**config.mk**
```make
export PLATFORM = sky130hd
export DESIGN_NAME = sy_ppl_fet_pc
export DESIGN_NICKNAME = d
export VERILOG_FILES = /design/src/rtl/sy_ppl_fet_pc.sv
export SDC_FILE = /design/constraint.sdc
export NUM_CORES = 1
export LEC_CHECK = 0
export ABC_AREA = 1
export CORE_MARGIN = 2
export CORE_UTILIZATION = 55
export CTS_CLUSTER_SIZE = 16
export DETAILED_ROUTE_END_ITERATION = 8
export GPL_TIMING_DRIVEN = 0
export PLACE_DENSITY = 0.9
export SYNTH_ARGS = -nofsm -noshare
export SYNTH_HDL_FRONTEND = slang
export SYNTH_SLANG_ARGS = --single-unit
```
**constraint.sdc**
```tcl
create_clock -name clk_i -period 2.8 [get_ports clk_i]
set_clock_uncertainty 0.15 [all_clocks]
set_input_delay 0.56 -clock clk_i [delete_from_list [all_inputs] [get_ports clk_i]]
set_output_delay 0.56 -clock clk_i [all_outputs]
set_load 0.03 [all_outputs]
```
**src/rtl/sy_ppl_fet_pc.sv**
```systemverilog
// rtl/sy_ppl_fet_pc.sv - SiYuan instruction-fetch front end: fetch PC, credit-limited I$ requests, instruction buffer
// Ports:
//   clk_i, rst_i                 clock, asynchronous active-low reset
//   ctrl_fet__set_en_i/_npc_i    redirect strobe and target (low two bits ignored)
//   ctrl_fet__act_i              fetch enable
//   ctrl_x__if0_kill_i           flush IF0
//   fet_ic__req_o/_addr_o        I$ request and 4-byte aligned address
//   ic_fet__gnt_i                I$ accepted the request
//   ic_fet__rvalid_i/_rdata_i/_err_i  I$ response in grant order
//   fet_dec__valid_o/_pc_o/_instr_o/_excp_o  head of the instruction buffer
//   dec_fet__ready_i             decode consumes the head entry
//   fet_ctrl__if0_act_o          fetch activity for the pipeline-idle check
module sy_ppl_fet_pc #(
    parameter int unsigned AWTH       = 64,
    parameter int unsigned FIFO_DEPTH = 2
) (
    input  logic            clk_i,
    input  logic            rst_i,
    input  logic            ctrl_fet__set_en_i,
    input  logic [AWTH-1:0] ctrl_fet__set_npc_i,
    input  logic            ctrl_fet__act_i,
    input  logic            ctrl_x__if0_kill_i,
    output logic            fet_ic__req_o,
    output logic [AWTH-1:0] fet_ic__addr_o,
    input  logic            ic_fet__gnt_i,
    input  logic            ic_fet__rvalid_i,
    input  logic [31:0]     ic_fet__rdata_i,
    input  logic            ic_fet__err_i,
    output logic            fet_dec__valid_o,
    output logic [AWTH-1:0] fet_dec__pc_o,
    output logic [31:0]     fet_dec__instr_o,
    output logic            fet_dec__excp_o,
    input  logic            dec_fet__ready_i,
    output logic            fet_ctrl__if0_act_o
);
    localparam int unsigned     CW      = $clog2(FIFO_DEPTH + 1);
    localparam int unsigned     PW      = (FIFO_DEPTH > 1) ? $clog2(FIFO_DEPTH) : 1;
    localparam logic [CW:0]     DEPTH_C = (CW + 1)'(FIFO_DEPTH);
    localparam logic [AWTH-1:0] PC_STEP = AWTH'(4);

    typedef enum logic [1:0] {
        ST_IDLE = 2'd0,
        ST_RUN  = 2'd1,
        ST_HOLD = 2'd2
    } st_e;

    st_e             st_q, st_d;
    logic [AWTH-1:0] pc_q, pc_d;
    logic [AWTH-1:0] rpc_q, rpc_d;
    logic [CW-1:0]   osd_q, osd_d;
    logic [CW-1:0]   drop_q, drop_d;
    logic [CW-1:0]   cnt_q, cnt_d;
    logic [PW-1:0]   wr_ptr_q, wr_ptr_d;
    logic [PW-1:0]   rd_ptr_q, rd_ptr_d;

    logic [AWTH-1:0] buf_pc_q    [FIFO_DEPTH];
    logic [31:0]     buf_instr_q [FIFO_DEPTH];
    logic            buf_excp_q  [FIFO_DEPTH];

    logic            flush;
    logic            req;
    logic            grant;
    logic            push;
    logic            pop;
    logic [CW:0]     credit_used;
    logic [AWTH-1:0] npc_al;

    assign flush       = ctrl_x__if0_kill_i | ctrl_fet__set_en_i;
    assign npc_al      = ctrl_fet__set_npc_i & ~AWTH'(3);
    // Outstanding plus buffered never exceeds the buffer size, so a
    // returning response always finds a free slot.
    assign credit_used = {1'b0, osd_q} + {1'b0, cnt_q};
    assign req         = (st_q == ST_RUN) & ctrl_fet__act_i & ~flush & (credit_used < DEPTH_C);
    assign grant       = req & ic_fet__gnt_i;
    // Responses are kept only when no stale responses remain to be drained
    // and no fault has frozen the stream.
    assign push        = ic_fet__rvalid_i & ~flush & (drop_q == '0) & (st_q != ST_HOLD);
    assign pop         = (cnt_q != '0) & dec_fet__ready_i & ~flush;

    always_comb begin
        pc_d     = pc_q;
        rpc_d    = rpc_q;
        osd_d    = osd_q;
        drop_d   = drop_q;
        cnt_d    = cnt_q;
        st_d     = st_q;
        wr_ptr_d = wr_ptr_q;
        rd_ptr_d = rd_ptr_q;

        if (grant && !ic_fet__rvalid_i) begin
            osd_d = osd_q + CW'(1);
        end else if (!grant && ic_fet__rvalid_i) begin
            osd_d = osd_q - CW'(1);
        end

        if (grant) begin
            pc_d = pc_q + PC_STEP;
        end

        if (flush) begin
            // Everything still in flight after this cycle belongs to the old stream.
            drop_d   = osd_d;
            cnt_d    = '0;
            wr_ptr_d = '0;
            rd_ptr_d = '0;
            if (ctrl_fet__set_en_i) begin
                pc_d  = npc_al;
                rpc_d = npc_al;
                st_d  = ctrl_fet__act_i ? ST_RUN : ST_IDLE;
            end else begin
                st_d = ST_IDLE;
            end
        end else begin
            if (ic_fet__rvalid_i && (drop_q != '0)) begin
                drop_d = drop_q - CW'(1);
            end
            if (push) begin
                rpc_d    = rpc_q + PC_STEP;
                wr_ptr_d = wr_ptr_q + PW'(1);
            end
            if (pop) begin
                rd_ptr_d = rd_ptr_q + PW'(1);
            end
            if (push && !pop) begin
                cnt_d = cnt_q + CW'(1);
            end else if (pop && !push) begin
                cnt_d = cnt_q - CW'(1);
            end
            if (push && ic_fet__err_i) begin
                // Younger fetches after a fault are never delivered.
                st_d   = ST_HOLD;
                drop_d = osd_d;
            end else begin
                case (st_q)
                    ST_IDLE: if (ctrl_fet__act_i)  st_d = ST_RUN;
                    ST_RUN:  if (!ctrl_fet__act_i) st_d = ST_IDLE;
                    default: st_d = st_q;
                endcase
            end
        end
    end

    always_ff @(posedge clk_i or negedge rst_i) begin
        if (!rst_i) begin
            st_q     <= ST_IDLE;
            pc_q     <= '0;
            rpc_q    <= '0;
            osd_q    <= '0;
            drop_q   <= '0;
            cnt_q    <= '0;
            wr_ptr_q <= '0;
            rd_ptr_q <= '0;
        end else begin
            st_q     <= st_d;
            pc_q     <= pc_d;
            rpc_q    <= rpc_d;
            osd_q    <= osd_d;
            drop_q   <= drop_d;
            cnt_q    <= cnt_d;
            wr_ptr_q <= wr_ptr_d;
            rd_ptr_q <= rd_ptr_d;
        end
    end

    always_ff @(posedge clk_i or negedge rst_i) begin
        if (!rst_i) begin
            for (int i = 0; i < int'(FIFO_DEPTH); i++) begin
                buf_pc_q[i]    <= '0;
                buf_instr_q[i] <= '0;
                buf_excp_q[i]  <= 1'b0;
            end
        end else if (push) begin
            buf_pc_q[wr_ptr_q]    <= rpc_q;
            buf_instr_q[wr_ptr_q] <= ic_fet__rdata_i;
            buf_excp_q[wr_ptr_q]  <= ic_fet__err_i;
        end
    end

    assign fet_ic__req_o       = req;
    assign fet_ic__addr_o      = pc_q;
    assign fet_dec__valid_o    = (cnt_q != '0);
    assign fet_dec__pc_o       = buf_pc_q[rd_ptr_q];
    assign fet_dec__instr_o    = buf_instr_q[rd_ptr_q];
    assign fet_dec__excp_o     = buf_excp_q[rd_ptr_q];
    assign fet_ctrl__if0_act_o = req | (osd_q != '0) | (cnt_q != '0);

endmodule

```
==> reports/metrics.csv, run 1 <==
metric;value;unit
status;finished with violations;
violations;negative setup slack;
fmax;0.351;GHz
die_h;185;um
clock_sinks;324;
yosysSeqAreaShare;44.9;%
cp_data_arrival_time;2.14;ns
p_per_area;753;nW/um^2
gp_congestion;1.04;
synthesis.area;18100;um^2
seq_area;8110;um^2
worstMarginPinSlew;0.865;ns
nFillCells;2746;
cap_violations;0;
dieArea;34300;um^2
rsz0062_at_grt;yes;
fin_crit_sh;102;%
core;32500;um^2
critPathKind;register to output pin;
crit_fanout;4;
cp_top_family;simple AND/OR/NAND/NOR gates;
cts-root-buf;clkbuf_16;
die_width;185;um
ios;269;
grt_usage;41.7;%
ant_nets;0;
grt_max_degree;120;
min_period;2.85;ns
cp_slowest_cell;fa_1;
layout_setup_ws;-0.0476;ns
wl;71.7;mm
drtIter0Drc;2234;
synth_top_area_share;44.9;%
crit_buf_inv;2;
finalHoldViolCount;0;
min_path_type;register to register;
overflow;0;
area_growth_syn_to_layout;23.1;%
ctsHtreeMaxLevel;2;
vias;19500;
clk_pin_slew;0.06;ns
grt_pass1_vias;18800;
wire_per_inst;21.9;um
ys_types;42;
multiInputGateArea;8400;um^2
cts_buffer_depth;3;
postSynthCellCount;2495;
drive_gt1_share;10.8;%
total_power;16.7;mW
cp.required;2.09;ns
ir_drop;0.000546;V
endpoint_kind;output pin;
cts_tree;built;
yosys_warnings;0;
synth_largest_area_cell;dfrtp_1;
max_stage_delay;0.45;ns
portBuffers;261;
path_cells;nand2_1 > inv_1 > fa_1 > nor2_2 > nand2_2 > nor2_4 > nand3b_1 > buf_6;
cp-start-kind;register;
power.leakage;10.3;nW
grt_pass1_wl;108;mm
synth_area_per_cell;7.24;um^2
post-route-drc-count;0;
avgViaCountPerCell;5.95;
initial_core_util;55.7;%
setup_violations;2;
slew_headroom;42.3;%
antenna_found_initial;1;
drv_slew;0;
rrSetupSlack;0.05;ns
nets;2917;
synth.top_cells.by_area;dfrtp_1 45%, nand2_1 14%, o21ai_0 7.7%;
dp_hpwl;53.5;mm
clk_latency;0.53;ns
rows;66;
first_pass_iters;7;
yosys_register_bits;324;
cts_buffers;36;
pre_cts_ws;-1.04;ns
==> cells in the final DEF (no fill, tap or decap), types with 8 or more instances in the layout <==
master and count:
a21oi_1 86, buf_2 85, buf_4 28, clkbuf_1 49, clkbuf_16 37, clkbuf_2 20
clkbuf_4 8, clkbuf_8 10, clkdlybuf4s15_2 10, clkdlybuf4s50_1 163, dfrtp_1 324, inv_1 296
mux2_2 44, nand2_1 680, nand3_1 146, nand4_1 59, nor2_1 299, nor2_2 10
nor2_4 13, nor3_1 33, o21ai_0 277, o21ai_1 32, o22ai_1 11, xor2_1 29
==> synth_stat cells (all sizes together) <==
library cell / instances
a22oi: 4
a21oi: 86
dfrtp: 324
xor2: 29
o21ai: 309
conb: 1
clkbuf: 52
a31oi: 3
or2: 5
o21bai: 4
o22ai: 11
fa: 1
nor3: 37
buf: 52
o211ai: 1
a32o: 1
and2: 1
mux2: 44
nand2: 687
nand3b: 1
nand4: 59
nand3: 150
a21o: 1
nor3b: 2
xnor2: 5
nor2: 322
a31o: 1
ha: 4
inv: 298
==> worst register-to-register path: stages (launching register included) <==
cell and delay (ns):
dfrtp_1 0.43, nand2_1 0.08, inv_1 0.05, fa_1 0.45, nor2_2 0.11, nand2_2 0.10
nor2_4 0.12, buf_4 0.14, nand2_4 0.07, buf_6 0.17, nor2_1 0.14, nand2_2 0.11
nor2_2 0.20, nand2_1 0.07, nand3_1 0.07, o21ai_0 0.10
==> path summary, 6_finish.rpt <==
check / from / endpoint / depth (start not counted)
max: cnt_q[0]$_DFFE_PN0P_ / fet_ctrl__if0_act_o / 8
min: buf_pc_q[10]$_DFFE_PN0P_ / buf_pc_q[10]$_DFFE_PN0P_ / 1
max reg2reg: cnt_q[0]$_DFFE_PN0P_ / fet_ic__addr_o[40]$_DFF_PN0_ / 15
min reg2reg: buf_pc_q[10]$_DFFE_PN0P_ / buf_pc_q[10]$_DFFE_PN0P_ / 1
max in group asynchronous: rst_i / fet_ic__addr_o[53]$_DFF_PN0_ / 3
min in group asynchronous: rst_i / buf_instr_q[24]$_DFFE_PN0P_ / 2
==> per-stage QoR <==
stage | std cells | setup TNS, ns | area, um^2 | utilization (%) | hold slack [ns]
6_report | 3274 | -0.0620 | 22200 | 68.5 | 0.360
2_1_floorplan | 2498 | 0 | 18100 | - | 0.114
3_3_place_gp | 3201 | -4293.37 | 21200 | 65.4 | 0.340
3_5_place_dp | 3203 | -92.36 | 21300 | 65.6 | 0.346
5_1_grt | 3273 | -0.447 | 22200 | 68.5 | 0.367
4_1_cts | 3271 | -0.0888 | 22600 | 69.6 | 0.359
==> repair_timing <==
action / CTS / global route
gates resized for setup: 377 / 189
hold endpoints to repair: 87 / 0
setup endpoints to repair: 114 / 120
hold buffers: 1 / 0
setup buffers: 5 / 2
pin swaps: 3 / 4
==> cells by family after synthesis <==
group	after synthesis	share of synthesized area (%)
compound gates	421	11.9
xor+xnor	34	1.65
fa+ha+maj	5	0.388
buf+inv	402	9.12
flops	324	44.9
mux	44	2.74
other cells	1	0.0208
simple gates	1264	29.3
==> registers in the layout, summed over array words and instances, names as in the netlist <==
register / flops
wr_ptr_q: 1
drop_q: 2
st_q: 2
rd_ptr_q: 1
buf_excp_q: 2
fet_ic__addr_o: 62
buf_pc_q: 124
buf_instr_q: 64
rpc_q: 62
osd_q: 2
cnt_q: 2
==> where the power goes <==
part | switching (mW) | internal [mW] | total, mW
combinational | 4.10 | 1.71 | 5.81
sequential | 0.655 | 5.68 | 6.33
clock | 1.96 | 2.64 | 4.60
==> routing by layer <==
metal	vias to the layer above	GRT usage (%)	share of wire, %
li1	8616	-	-
met1	9336	56.9	40
met2	1288	63.2	44
met3	256	8.14	11
met4	0	21.3	5.6
met5	-	0	0
==> cell type report <==
cell class	count	area share [%]
antenna	1	0.0112
buffer	104	2.63
clock buffer	56	4.84
clock inverter	6	0.180
inverter	298	5.03
multi-input combinational	1772	37.8
sequential	324	36.4
tap	442	2.49
timing repair buffer	271	10.6
(Power assumes the default switching activity.)
==> inputs of run 2 (changes only) <==
--- a/config.mk
+++ b/config.mk
@@ -12,6 +12,7 @@
 export DETAILED_ROUTE_END_ITERATION = 8
 export GPL_TIMING_DRIVEN = 0
 export PLACE_DENSITY = 0.9
+export REMOVE_ABC_BUFFERS = 1
 export SYNTH_ARGS = -nofsm -noshare
 export SYNTH_HDL_FRONTEND = slang
 export SYNTH_SLANG_ARGS = --single-unit
==> run 2 against run 1 <==
  * Non-clock buffer count is 74 lower
  * Power is 4.0% higher
  * Critical path type unchanged
  * Worst setup slack better by 0.027 ns
  * Register-to-register slack worse by 0.05 ns
  * Flip-flop and latch count stayed put
  * The flow still finishes with violations (negative setup slack)
  * Highest routed layer is now met5
  * Final area is 1.6% higher
==> reports/metrics.csv, run 2 (synthesis results as in run 1) <==
metric;value;unit;change
slew_headroom;40.8;%;-1.5 points
drtIter0Drc;2314;;+3.6%
fin_cells;3208;;-2.0%
crit_fanout;54;;+50
final_cell_area;22600;um^2;+1.6%
gp_congestion;0.964;;-7.5%
cts_buffer_depth;3;;unchanged
cp-startpoint;rd_ptr_q$_DFFE_PN0P_;;
ctsHtreeMaxLevel;2;;unchanged
wl_met3;6.94;mm;-8.5%
die_width;185;um;unchanged
fmax;0.355;GHz;+0.96%
cap_violations;0;;unchanged
vias;18900;;-2.8%
setup_violations;4;;+2
p_seq_share;36.5;%;-1.3 points
cp_slowest_cell;dfrtp_4;;
worstReg2RegStart;rpc_q[3]$_DFFE_PN0P_;;
post-route-drc-count;0;;unchanged
rows;66;;unchanged
cts_tree;built;;
overflow;0;;unchanged
clkPwrFrac;29.6;%;+2.1 points
reg.largest.list;buf_pc_q: 124 flops, buf_instr_q: 64 flops;;
diodes;0;;-1
cts-root-buf;clkbuf_16;;
dieArea;34300;um^2;unchanged
drv_slew;0;;unchanged
ant_nets;0;;unchanged
setup_tns;-0.0469;ns;+0.0151 ns
largest_register_ffs;124;;unchanged
wire_per_inst;21.9;um;about the same
regMostFlops;buf_pc_q;;
critPathKind;register to output pin;;
path_cells;clkbuf_16 > o21ai_1 > clkdlybuf4s15_1;;
rsz0062_at_grt;yes;;
wl_met2;32.6;mm;+2.5%
area_growth_syn_to_layout;25.1;%;
portBuffers;262;;+0.38%
min_period;2.82;ns;-0.0271 ns
dpl_cell_area;21100;um^2;-1.1%
clock_sinks;324;;unchanged
power.leakage;10.3;nW;+0.18%
nets;2849;;-2.3%
cp_data_arrival_time;2.11;ns;-0.03 ns
avgViaCountPerCell;5.91;;-0.82%
cp.depth;3;;-5
first_pass_iters;6;;-1
violations;negative setup slack;;
reg2reg_to;rpc_q[27]$_DFFE_PN0P_;;
max_stage_delay;0.58;ns;+0.13 ns
cp-start-kind;register;;
dp_hpwl;49.3;mm;-7.9%
core;32500;um^2;unchanged
wl_met1;27.1;mm;-4.3%
ios;269;;unchanged
crit_buf_inv;2;;unchanged
timing.hold.ws;0.271;ns;-0.0895 ns
grt_usage;40.4;%;-1.3 points
min_path_type;primary input to register;;
nFillCells;2557;;-6.9%
cp_top_family;buffers and inverters;;
highest_layer;met5;;
grt_pass1_vias;18400;;-1.8%
layout_setup_ws;-0.0205;ns;+0.0271 ns
antenna_found_initial;1;;unchanged
intPower;10.6;mW;+5.7%
grt_pass1_wl;105;mm;-2.9%
status;finished with violations;;
fin_crit_sh;101;%;-0.97 points
clk_latency;0.54;ns;about the same
p_per_area;771;nW/um^2;+2.4%
cp.required;2.09;ns;about the same
die_h;185;um;unchanged
drive_gt1_share;8.71;%;-2.1 points
reg2reg_depth;8;;-7
endpoint_kind;output pin;;
worstMarginPinSlew;0.882;ns;+0.0163 ns
rrSetupSlack;0;ns;-0.05 ns
grt_max_degree;124;;+3.3%
finalHoldViolCount;0;;unchanged
endpoint;fet_dec__pc_o[22];;
most-common-layout-cells;679 x nand2_1, 323 x dfrtp_1, 300 x nor2_1;;
place_inst;3113;;-2.8%
p_sw_share;39.1;%;-0.98 points
ir_drop;0.000960;V;+76%
final_common_cell;nand2_1;;
total_power;17.4;mW;+4.0%
p_sw;6.81;mW;+1.5%
initial_core_util;55.7;%;unchanged
comb_power_share;34.0;%;-0.7 points
cts_buffers;37;;+2.8%
clk_pin_slew;0.06;ns;about the same
wl;70.3;mm;-1.9%
run 2: cell types whose count changed in the layout (fill, tap and decap cells not counted), moves of 5 or more:
cell             previous run  this run
bufinv_16                   0         5
clkbuf_2                   20        33
o21ai_0                   277       267
buf_4                      28        15
clkdlybuf4s15_1             0        13
o21ai_1                    32        39
clkbuf_1                   49         7
buf_12                      1        14
buf_2                      85         2
dlygate4sd2_1               5        38
clkbuf_4                    8         0
run 2: through the flow:
stage | worst slack [ns] | util [%]
3_3_place_gp | -12.90 | 63.9
5_1_grt | -0.104 | 69.6
4_1_cts | -0.00314 | 69.4
6_report | -0.0205 | 69.6
3_5_place_dp | -3.19 | 64.9
2_1_floorplan | -3.31 | -
run 2: cell type report:
| class | count | area (um^2) | area share (%) |
|---|---|---|---|
| multi-input cells | 1776 | 8470 | 37.5 |
| flip-flops and latches | 324 | 8110 | 35.9 |
| repair buffers | 301 | 3020 | 13.3 |
| inverters | 298 | 1160 | 5.12 |
| repair inverters | 1 | 8.76 | 0.0388 |
| clock buffers | 51 | 1060 | 4.69 |
| clock inverters | 15 | 218 | 0.963 |
| well taps | 442 | 553 | 2.45 |
run 2: power groups by stage:
| stage | registers (mW) | clock network [mW] | logic (mW) |
|---|---|---|---|
| finish | 6.35 | 5.15 | 5.92 |
| global route | 6.44 | 5.33 | 6.34 |
| CTS | 6.32 | 5.15 | 5.88 |
| detailed placement | 6.40 | 0 | 6.19 |
| global placement | 6.41 | 0 | 5.96 |
| floorplan | 6.33 | 0 | 3.38 |
run 2: timing repair:
item | in CTS | in global routing
pin swaps | 5 | 7
resized for setup | 162 | 131
setup endpoints to repair | 385 | 143
cloned | 3 | 3
setup buffers | 13 | 9
hold buffers | 1 | 0
endpoints found under the hold margin | 98 | 0
run 2: layer usage:
| metal | track usage (%) | vias up |
|---|---|---|
| met5 | 0 | - |
| met4 | 18.9 | 2 |
| met3 | 7.29 | 243 |
| met2 | 64.9 | 1129 |
| met1 | 53.1 | 9088 |
| li1 | - | 8484 |
run 2: worst reg2reg max path, delay by kind of cell, from the launching register on:
family                 cells  cell delay [ns]
XOR/XNOR                   1             0.22
buffers and inverters      1             0.30
AO/OA/AOI/OAI              2             0.27
AND/OR/NAND/NOR            4             1.26
flip-flops                 1             0.47
run 2: worst min path at each step:
stage,startpoint,end,slack [ns],cells after the start
floorplan,rst_i,buf_excp_q[0]$_DFFE_PN0P_,0.11,0
global placement,buf_instr_q[16]$_DFFE_PN0P_,buf_instr_q[16]$_DFFE_PN0P_,0.34,1
detailed placement,buf_instr_q[4]$_DFFE_PN0P_,buf_instr_q[4]$_DFFE_PN0P_,0.35,1
CTS,ctrl_fet__set_en_i,fet_ic__addr_o[25]$_DFF_PN0_,0.26,3
global route,ctrl_fet__set_en_i,fet_ic__addr_o[21]$_DFF_PN0_,0.30,3
finish,ctrl_fet__set_en_i,fet_ic__addr_o[25]$_DFF_PN0_,0.27,3
